File: src/rtl/hazard_ctrl.sv
// hazard_ctrl: hazard unit for the 5-stage RV32 core.
//
// Produces forwarding selects for the two Execute operands, pipeline stall
// and flush strobes, a data-memory wait-state tracker with a sticky timeout
// flag, and optional saturating performance counters.
//
// Parameters:
//   TIMEOUT  consecutive memory-wait cycles before MemErr is set (1..255)
//   CNT_W    width of each performance counter
//
// Ports:
//   clk, reset                       clock, synchronous active-low reset
//   Rs1D, Rs2D                       Decode source registers
//   Rs1E, Rs2E, RdE                  Execute source/destination registers
//   RdM, RdW                         Memory/Writeback destination registers
//   ResultSrcEb0                     Execute instruction is a load
//   PCSrcE                           taken branch/jump in Execute
//   RegWriteM, RegWriteW             register-write enables in M and W
//   MemReqM, MemReadyM               data-memory request / completion in M
//   ForwardAE, ForwardBE             00 = RF, 01 = W result, 10 = M ALU result
//   StallF/D/E/M, FlushD/E/W         pipeline register holds and clears
//   MemErr                           sticky memory-timeout flag
//   StallCount, FlushCount, WaitCount performance counters
//
// Build option: define HAZARD_PERF_CNT_EN to build the performance counters;
// otherwise the three counter outputs are tied to zero.

module hazard_ctrl #(
    parameter int unsigned TIMEOUT = 16,
    parameter int unsigned CNT_W   = 32
) (
    input  logic             clk,
    input  logic             reset,
    input  logic [4:0]       Rs1D,
    input  logic [4:0]       Rs2D,
    input  logic [4:0]       Rs1E,
    input  logic [4:0]       Rs2E,
    input  logic [4:0]       RdE,
    input  logic [4:0]       RdM,
    input  logic [4:0]       RdW,
    input  logic             ResultSrcEb0,
    input  logic             PCSrcE,
    input  logic             RegWriteM,
    input  logic             RegWriteW,
    input  logic             MemReqM,
    input  logic             MemReadyM,
    output logic [1:0]       ForwardAE,
    output logic [1:0]       ForwardBE,
    output logic             StallF,
    output logic             StallD,
    output logic             StallE,
    output logic             StallM,
    output logic             FlushD,
    output logic             FlushE,
    output logic             FlushW,
    output logic             MemErr,
    output logic [CNT_W-1:0] StallCount,
    output logic [CNT_W-1:0] FlushCount,
    output logic [CNT_W-1:0] WaitCount
);

    localparam logic [7:0] TimeoutVal = 8'(TIMEOUT);

    typedef enum logic {StRun, StWait} state_e;

    state_e     state_q, state_d;
    logic [7:0] wait_cnt_q, wait_cnt_d;
    logic       mem_err_q, mem_err_d;
    logic       mem_stall;
    logic       lw_stall;

    // M stage has priority: it holds the younger write to the register.
    function automatic logic [1:0] fwd_sel(input logic [4:0] rs, input logic wr_m,
                                           input logic [4:0] rd_m, input logic wr_w,
                                           input logic [4:0] rd_w);
        if (wr_m && (rd_m != 5'd0) && (rd_m == rs)) begin
            return 2'b10;
        end else if (wr_w && (rd_w != 5'd0) && (rd_w == rs)) begin
            return 2'b01;
        end
        return 2'b00;
    endfunction

    assign mem_stall = MemReqM & ~MemReadyM;
    assign lw_stall  = ResultSrcEb0 & (RdE != 5'd0) & ((RdE == Rs1D) | (RdE == Rs2D));

    always_comb begin
        ForwardAE = 2'b00;
        ForwardBE = 2'b00;
        if (reset) begin
            ForwardAE = fwd_sel(Rs1E, RegWriteM, RdM, RegWriteW, RdW);
            ForwardBE = fwd_sel(Rs2E, RegWriteM, RdM, RegWriteW, RdW);
        end
    end

    always_comb begin
        StallF = 1'b0;
        StallD = 1'b0;
        StallE = 1'b0;
        StallM = 1'b0;
        FlushD = 1'b0;
        FlushE = 1'b0;
        FlushW = 1'b0;
        if (reset) begin
            if (mem_stall) begin
                // Freeze the whole pipe; a pending branch stays in E and
                // resolves once the access completes. W gets a bubble.
                StallF = 1'b1;
                StallD = 1'b1;
                StallE = 1'b1;
                StallM = 1'b1;
                FlushW = 1'b1;
            end else begin
                StallF = lw_stall;
                StallD = lw_stall;
                FlushD = PCSrcE;
                FlushE = lw_stall | PCSrcE;
            end
        end
    end

    // Wait tracker: the first stalled cycle (still in RUN) counts zero.
    always_comb begin
        state_d    = state_q;
        wait_cnt_d = wait_cnt_q;
        mem_err_d  = mem_err_q | (wait_cnt_q == TimeoutVal);
        case (state_q)
            StRun: begin
                if (mem_stall) begin
                    state_d    = StWait;
                    wait_cnt_d = 8'd0;
                end
            end
            StWait: begin
                if (!mem_stall) begin
                    state_d    = StRun;
                    wait_cnt_d = 8'd0;
                end else if (wait_cnt_q != TimeoutVal) begin
                    wait_cnt_d = wait_cnt_q + 8'd1;
                end
            end
            default: begin
                state_d    = StRun;
                wait_cnt_d = 8'd0;
            end
        endcase
    end

    always_ff @(posedge clk) begin
        if (!reset) begin
            state_q    <= StRun;
            wait_cnt_q <= 8'd0;
            mem_err_q  <= 1'b0;
        end else begin
            state_q    <= state_d;
            wait_cnt_q <= wait_cnt_d;
            mem_err_q  <= mem_err_d;
        end
    end

    assign MemErr = mem_err_q;

`ifdef HAZARD_PERF_CNT_EN
    logic [CNT_W-1:0] stall_cnt_q, stall_cnt_d;
    logic [CNT_W-1:0] flush_cnt_q, flush_cnt_d;
    logic [CNT_W-1:0] wait_pc_q, wait_pc_d;

    // Saturating increments: a counter parks at all ones.
    always_comb begin
        stall_cnt_d = stall_cnt_q;
        flush_cnt_d = flush_cnt_q;
        wait_pc_d   = wait_pc_q;
        if (StallF && (stall_cnt_q != '1)) stall_cnt_d = stall_cnt_q + CNT_W'(1);
        if (FlushD && (flush_cnt_q != '1)) flush_cnt_d = flush_cnt_q + CNT_W'(1);
        if (mem_stall && (wait_pc_q != '1)) wait_pc_d = wait_pc_q + CNT_W'(1);
    end

    always_ff @(posedge clk) begin
        if (!reset) begin
            stall_cnt_q <= '0;
            flush_cnt_q <= '0;
            wait_pc_q   <= '0;
        end else begin
            stall_cnt_q <= stall_cnt_d;
            flush_cnt_q <= flush_cnt_d;
            wait_pc_q   <= wait_pc_d;
        end
    end

    assign StallCount = stall_cnt_q;
    assign FlushCount = flush_cnt_q;
    assign WaitCount  = wait_pc_q;
`else
    assign StallCount = '0;
    assign FlushCount = '0;
    assign WaitCount  = '0;
`endif

endmodule

File: config.mk
export PLATFORM = sky130hd
export DESIGN_NAME = hazard_ctrl
export DESIGN_NICKNAME = d
export VERILOG_FILES = /design/src/rtl/hazard_ctrl.sv
export SDC_FILE = /design/constraint.sdc
export NUM_CORES = 1
export LEC_CHECK = 0
export BUFFER_PORTS_ARGS = -buffer_cell sky130_fd_sc_hd__buf_4
export CAP_MARGIN = 30
export CELL_PAD_IN_SITES_DETAIL_PLACEMENT = 0
export CELL_PAD_IN_SITES_GLOBAL_PLACEMENT = 1
export CORE_MARGIN = 4
export CORE_UTILIZATION = 27
export CTS_CLUSTER_DIAMETER = 200
export CTS_CLUSTER_SIZE = 10
export DETAILED_ROUTE_END_ITERATION = 10
export HOLD_SLACK_MARGIN = 0.03
export PLACE_DENSITY = 0.89
export SLEW_MARGIN = 20
export SYNTH_ARGS = -nofsm -noshare
export SYNTH_HDL_FRONTEND = slang
export SYNTH_SLANG_ARGS = --single-unit
File: constraint.sdc
create_clock -name clk -period 3.29 [get_ports clk]
set_input_delay 0.1645 -clock clk [delete_from_list [all_inputs] [get_ports clk]]
set_output_delay 0.1645 -clock clk [all_outputs]
set_load 0.02 [all_outputs]
-- Word-level counts from Yosys, hierarchy flattened
Index checks and enable logic that the tools add are counted.
- add/subtract/negate cells: 1
- multiply operators: 0
- div/mod/pow operators: 0
- order comparisons: 0
- eq/ne operators: 10
- shifts and indexed selects: 0
- muxes and demuxes: 26
- bitwise gates (word level): 8
- reduce and logical (&&, ||, !) cells: 10
- operator list (cell ; count):
    5-bit == test ; 6
    8-bit two-way mux ; 3
    2-bit two-way mux ; 8
    8-bit one-hot mux with 2 select lines ; 1
    5-bit nonzero test ; 3
    1-bit two-way mux ; 14
    8-bit by 1-bit adder with 8-bit output (second input constant) ; 1
    8-bit by 5-bit == test with 1-bit output (second input constant) ; 1
    8-bit by 5-bit != test with 1-bit output (second input constant) ; 1
    1-bit logical AND ; 6
    1-bit bitwise AND ; 3
    3-bit by 2-bit != test with 1-bit output (second input constant) ; 1
    1-bit OR ; 3
    2-bit != test (second input constant) ; 1
    1-bit NOT ; 2
    2-bit AND reduction ; 1
- bits in registers: 10
- latch bits: 0
- bits in writable memories: 0
- ROM bits: 0
- input port bits: 43
- output and inout bits: 108
- logic and storage cells: 58
- memories: 0

-- Longest topological paths before layout
Gate-level depths: netlist of the first run.
- depth in word-level cells: 8
- depth in mapped cells: 6
- depth with buffers taken out: 6

-- Worst setup path after synthesis of the first run
No wires, ideal clock.
- path type: in2out
- start: input port RdM[1]
- end: output port ForwardAE[0]
- data arrival time: 1.422 ns
- required time: 3.125 ns
- setup slack: 1.704 ns
- stages on the path: 4
- buffers on the path: 0
- cell sequence: or4_1 -> o21ai_2 -> nor4_1 -> nor4_2
- cells in the longest elaborated chain, start to end: 7
- elaborated cells on any way between the ends: 9
- classes of those cells: eq/ne (1); mux (5); reduce/logical (3)
- ends and longest elaborated chain (what ; line ; RTL):
    from (decl) ; 39 ; input logic [4:0] RdM,
    5-bit nonzero test ; 76 ; if (wr_m && (rd_m != 5'd0) && (rd_m == rs)) begin
    1-bit logical AND ; 76 ;
    1-bit logical AND (*) ; 76 ;
    1-bit two-way mux ; 76 ;
    1-bit two-way mux ; 90 ; if (reset) begin
    2-bit two-way mux (*) ; 81 ; return 2'b00;
    2-bit two-way mux (*) ; 90 ;
    to (decl) ; 47 ; output logic [1:0] ForwardAE,
Every way passes the cells marked *; elsewhere a longest branch is shown, timed or not. The select of a mux whose other input is x is not followed.

-- Final worst setup path of the first run
Ends and elaborated chain as after synthesis.

==> results of run 1 <==
-- power breakdown --
| part | internal (mW) | total, mW | switching (mW) |
|---|---|---|---|
| Clock | 0.105 | 0.155 | 0.0501 |
| Sequential | 0.122 | 0.123 | 0.000852 |
| Combinational | 0.0629 | 0.214 | 0.151 |
| Total | 0.290 | 0.492 | 0.202 |
-- registers in the layout, summed over array words and instances (netlist names) --
| register | flops |
|---|---|
| MemErr | 1 |
| state_q | 1 |
| wait_cnt_q | 8 |
-- critical path: stages --
cell	delay, ns
buf_4	0.12
or4_1	0.55
o21ai_2	0.16
nor4_1	0.10
nor4_2	0.27
buf_4	0.18
-- final cells by class --
cell class                      count  area, sq um
Multi-Input combinational cell    197         1110
Timing Repair Buffer               54          405
Clock buffer                        4         55.1
Sequential cell                    10          200
Inverter                            3         11.3
Fill cell                         637         4150
Tap cell                           75         93.8
-- metrics by stage --
stage	power, mW	std cells	utilization
after floorplan	0.358	310	-
after global placement	0.335	339	0.302
after detailed placement	0.336	339	0.302
after CTS	0.498	343	0.311
after global routing	0.522	343	0.311
final	0.492	343	0.311
-- synthesized netlist by cell type, drive strengths merged, types with 2 or more instances --
cell,count,area [sq um]
a21boi,6,45.0
a31oi,2,12.5
and2,4,27.5
and3,3,18.8
buf,99,743
dfxtp,10,200
ha,2,25.0
inv,3,11.3
nand3,5,25.0
nor2,7,26.3
nor2b,3,18.8
nor3,3,15.0
nor4,4,37.5
o2111ai,3,26.3
o211ai,2,15.0
o21ai,7,38.8
o21bai,2,15.0
or3,2,12.5
or4,5,37.5
xnor2,6,52.6
xor2,26,228
-- logic make-up (layout without fill, tap and decap cells) --
family,after synthesis,after routing,share of synthesized area
AND/OR/NAND/NOR,43,43,0.158
adder cells (fa/ha/maj),2,2,0.0146
flip-flops,10,10,0.117
XOR/XNOR,32,32,0.164
buffers and inverters,103,61,0.444
AO/OA/AOI/OAI,24,24,0.100
other,1,96,0.00219
-- layer usage --
layer	GRT usage	wire length, microns	up-vias
li1	-	-	627
met1	0.0842	1130	572
met2	0.153	1900	89
met3	0.0198	539	7
met4	0.0432	74	0
met5	0	0	-
-- worst max-delay path by stage --
stage / slack, ns / to / start
final: 1.58 / ForwardAE[0] / RdM[1]
after global routing: 1.48 / ForwardBE[0] / RdM[1]
after CTS: 1.58 / ForwardAE[0] / RdM[1]
after detailed placement: 1.58 / ForwardAE[0] / RdM[1]
after global placement: 1.62 / ForwardAE[0] / RdM[1]
after floorplan: 1.70 / ForwardAE[0] / RdM[1]
==> results.toml, run 1 <==
[synth]
synth_cells = 215
ys_seq_elements = 10
async_reset_ff_frac = 0
ys.flop_type = "dfxtp_1"
synth-seq-area-share = 0.117
netlist_area_sq_mm = 0.00171
yosys_warnings = 0
syn_avg_cell_area_sq_um = 7.95
synth_edf_count = 0
ys_types = 35

[floorplan]
die-area_sq_mm = 0.00767
die_w_microns = 87.6
start_util = 0.284
die_y_microns = 87.6
pin_count = 151
num_rows = 28
coreArea_sq_mm = 0.00603

[layout]
design_area_sq_mm = 0.00187
drive_gt1_frac = 0.243
diodes = 0
fin_nets = 314
final_cell_mix = "conb_1, buf_4, xor2_1"
area_delta_synth_final_pct = 9.59
mostFrequentLayoutCell = "conb_1"

[worst_setup_path]
end_kind = "primary output"
crit_required_ns = 3.13
worstSetupPathType = "in2out"
reg2regPathDepth = 4
reg2reg_to = "wait_cnt_q[2]"
worstPathArrival_ns = 1.55
crit_fanout = 3
reg2reg_setup_slack_ns = 1.87
start_kind = "input pin"
reg2reg_from = "wait_cnt_q[6]"

[placement]
dp_hpwl_microns = 3210
gp_congestion = 0.865
dp_slack_ns = 1.58
place_area_sq_mm = 0.00182
place.port_buffers = 54

[clocking]
ctsResizeCount = 0
hold_buffers = 0
cts_made_buffers = 3
clk_pin_slew_ns = 0.05
h-tree-depth = 1
post_cts_buffers = 0
tritoncts = "yes"
ctsRootBufferMaster = "clkbuf_8"
clk_latency_ns = 0.24
clockBufferDepth = 2
cts.sinks = 10

[route]
viasPerCell = 3.78
wl_microns = 3640
drtIter0Drc = 84
drc = 0
final_antenna_net_count = 0
wl_per_cell_microns = 10.6
drtPass1Iterations = 4
vias = 1295

[global_routing]
grt_pass1_vias = 1144
grt_max_degree = 16
overflow = 0
antenna_found_initial = 0
groute.usage.overall = 0.0823
grt_first_pass_wirelength_microns = 5020

[timing]
worst_slack_ns = 1.58
finalSetupTns_ns = 0
fin_skew_ns = 0.00209
finalSetupViolations = 0
whs_ns = 0.273
hold_viol_final = 0
grt_setup_unrepaired = "false"
maxClockFrequency_mhz = 584
fin_crit_ns = 1.71
layout_worst_path_cycle_share = 0.520
report.final.slew_viol_count = 0

[run]
max-cap-violations = 0

[hold_path]
min_path_type = "in2reg"
min_path_cells = 2
whs_endpoint = "wait_cnt_q[3]"
min-delay-start = "reset"

[power]
power.leakage_nw = 0.935
p_per_area_mw_per_mm2 = 263
peakVddDrop_mv = 0.0839

[run_status]
status = "completed"
No activity file was read; power rests on OpenSTA's default activity.
==> run 2, diff against run 1 <==
--- a/config.mk
+++ b/config.mk
@@ -10,12 +10,12 @@
 export CELL_PAD_IN_SITES_DETAIL_PLACEMENT = 0
 export CELL_PAD_IN_SITES_GLOBAL_PLACEMENT = 1
 export CORE_MARGIN = 4
-export CORE_UTILIZATION = 27
+export CORE_UTILIZATION = 25
 export CTS_CLUSTER_DIAMETER = 200
 export CTS_CLUSTER_SIZE = 10
 export DETAILED_ROUTE_END_ITERATION = 10
 export HOLD_SLACK_MARGIN = 0.03
-export PLACE_DENSITY = 0.89
+export PLACE_DENSITY = 0.84
 export SLEW_MARGIN = 20
 export SYNTH_ARGS = -nofsm -noshare
 export SYNTH_HDL_FRONTEND = slang
==> constraint.sdc (replaced) <==
create_clock -name clk -period 1.65 [get_ports clk]
set_input_delay 0.0825 -clock clk [delete_from_list [all_inputs] [get_ports clk]]
set_output_delay 0.0825 -clock clk [all_outputs]
set_load 0.02 [all_outputs]
==> results.toml, run 2 (synthesized netlist as in run 1, its figures left out) <==
[run_status]
status = "completed"

[clocking]
cts_made_buffers = 3
clk_pin_slew_ns = 0.05
post_cts_buffers = 0
tritoncts = "yes"
clockBufferDepth = 2
h-tree-depth = 1
clk_latency_ns = 0.23
cts.sinks = 10
ctsRootBufferMaster = "clkbuf_8"
ctsResizeCount = 0
hold_buffers = 0

[layout]
top_register = "wait_cnt_q"
nFillCells = 705
fin_util = 0.288
drive_gt1_frac = 0.243
stdcell_count = 345
largest_register_ffs = 8
diodes = 0
fin_nets = 315
final_cell_mix = "conb_1, buf_4, xor2_1"
mostFrequentLayoutCell = "conb_1"
design_area_sq_mm = 0.00187
area_delta_synth_final_pct = 9.37

[power]
p_sw_mw = 0.394
p_int_mw = 0.530
power.leakage_nw = 0.932
seq_power_share = 0.266
p_per_area_mw_per_mm2 = 495
peakVddDrop_mv = 0.193
comb_power_share = 0.461
clkPwrFrac = 0.273
swShare = 0.427

[route]
drtIter0Drc = 33
final_antenna_net_count = 0
drc = 0
vias = 1296
wl_microns = 3640
wl_per_cell_microns = 10.5
drtPass1Iterations = 4
viasPerCell = 3.76

[timing]
hold_viol_final = 0
fin_skew_ns = 0.000247
finalSetupViolations = 0
finalSetupTns_ns = 0
worst_slack_ns = 0.120
fin_crit_ns = 1.53
grt_setup_unrepaired = "false"
layout_worst_path_cycle_share = 0.927
report.final.slew_viol_count = 0
maxClockFrequency_mhz = 654

[floorplan]
num_rows = 29
die_w_microns = 90.7
coreArea_sq_mm = 0.00649
die_y_microns = 90.7
die-area_sq_mm = 0.00822
start_util = 0.263
pin_count = 151

[global_routing]
groute.usage.overall = 0.0805
gr-usage-met3 = 0.0258
grtUsageMet1 = 0.0893
grt_first_pass_wirelength_microns = 5600
met2_usage = 0.143
antenna_found_initial = 0
grt_max_degree = 15
overflow = 0
top_usage_layer = "met2"
grt_pass1_vias = 1181

[worst_setup_path]
slowest_stage = "or4_1"
crit_fanout = 3
start_kind = "input pin"
worstPathArrival_ns = 1.45
end_kind = "primary output"
crit_family = "simple AND/OR/NAND/NOR gates"
crit_chain = "buf_4, or4_1, o21ai_2, nor4_1, nor4_2, buf_4"
worstSetupPathType = "in2out"
reg2reg_setup_slack_ns = 0.22
crit_required_ns = 1.57
slowest_delay_ns = 0.54
crit_top_cell = "buf_4"
path_buf_inv = 2

[placement]
dp_slack_ns = 0.108
dp_cells = 342
gp_congestion = 0.876
place_area_sq_mm = 0.00183
place.port_buffers = 54
dp_hpwl_microns = 3230

[run]
max-cap-violations = 0

[hold_path]
min_path_type = "in2reg"
-- run 2: cell types whose count changed in the layout (fill, tap and decap cells not counted), sizes merged --
cell | before | now
buf | 54 | 55
clkbuf | 4 | 3
-- run 2: stage by stage --
step                total power, mW  hold WS, ns
global placement              0.669        0.450
CTS                           0.929        0.304
floorplan                     0.714        0.363
finish                        0.925        0.303
detailed placement            0.671        0.459
global route                  0.983        0.334
-- run 2: cell type report --
class	count	area, sq um	area share
sequential	10	200	0.107
inverter	3	11.3	0.00602
multi-input combinational	197	1110	0.592
timing repair buffer	55	413	0.221
tap	77	96.3	0.0515
clock buffer	3	41.3	0.0221
-- run 2: worst register-to-register path, delay by kind of cell (launching register included) --
family                   cells  cell delay, ns
AND/OR/NAND/NOR              2            0.49
adder cells (fa/ha/maj)      1            0.16
buffers and inverters        1            0.08
AO/OA/AOI/OAI                2            0.26
flip-flops                   1            0.33
-- run 2: routing by layer --
layer | up-vias | wire, microns | share of wire
li1 | 632 | - | -
met1 | 580 | 1280 | 0.35
met2 | 80 | 1890 | 0.52
met3 | 4 | 412 | 0.11
met4 | 0 | 62 | 0.017
met5 | - | 0 | 0
-- run 2: power groups by stage --
stage | sequential, mW | combinational, mW | clock [mW]
floorplan | 0.249 | 0.464 | 0
global placement | 0.250 | 0.419 | 0
detailed placement | 0.250 | 0.421 | 0
CTS | 0.245 | 0.422 | 0.261
global route | 0.246 | 0.462 | 0.275
finish | 0.246 | 0.427 | 0.253
-- run 2: final timing paths --
kind	startpoint	cells after the start	end
max	RdM[1]	6	ForwardBE[0]
min	MemReadyM	3	state_q
max reg2reg	wait_cnt_q[0]	6	wait_cnt_q[2]
min reg2reg	MemErr	2	MemErr
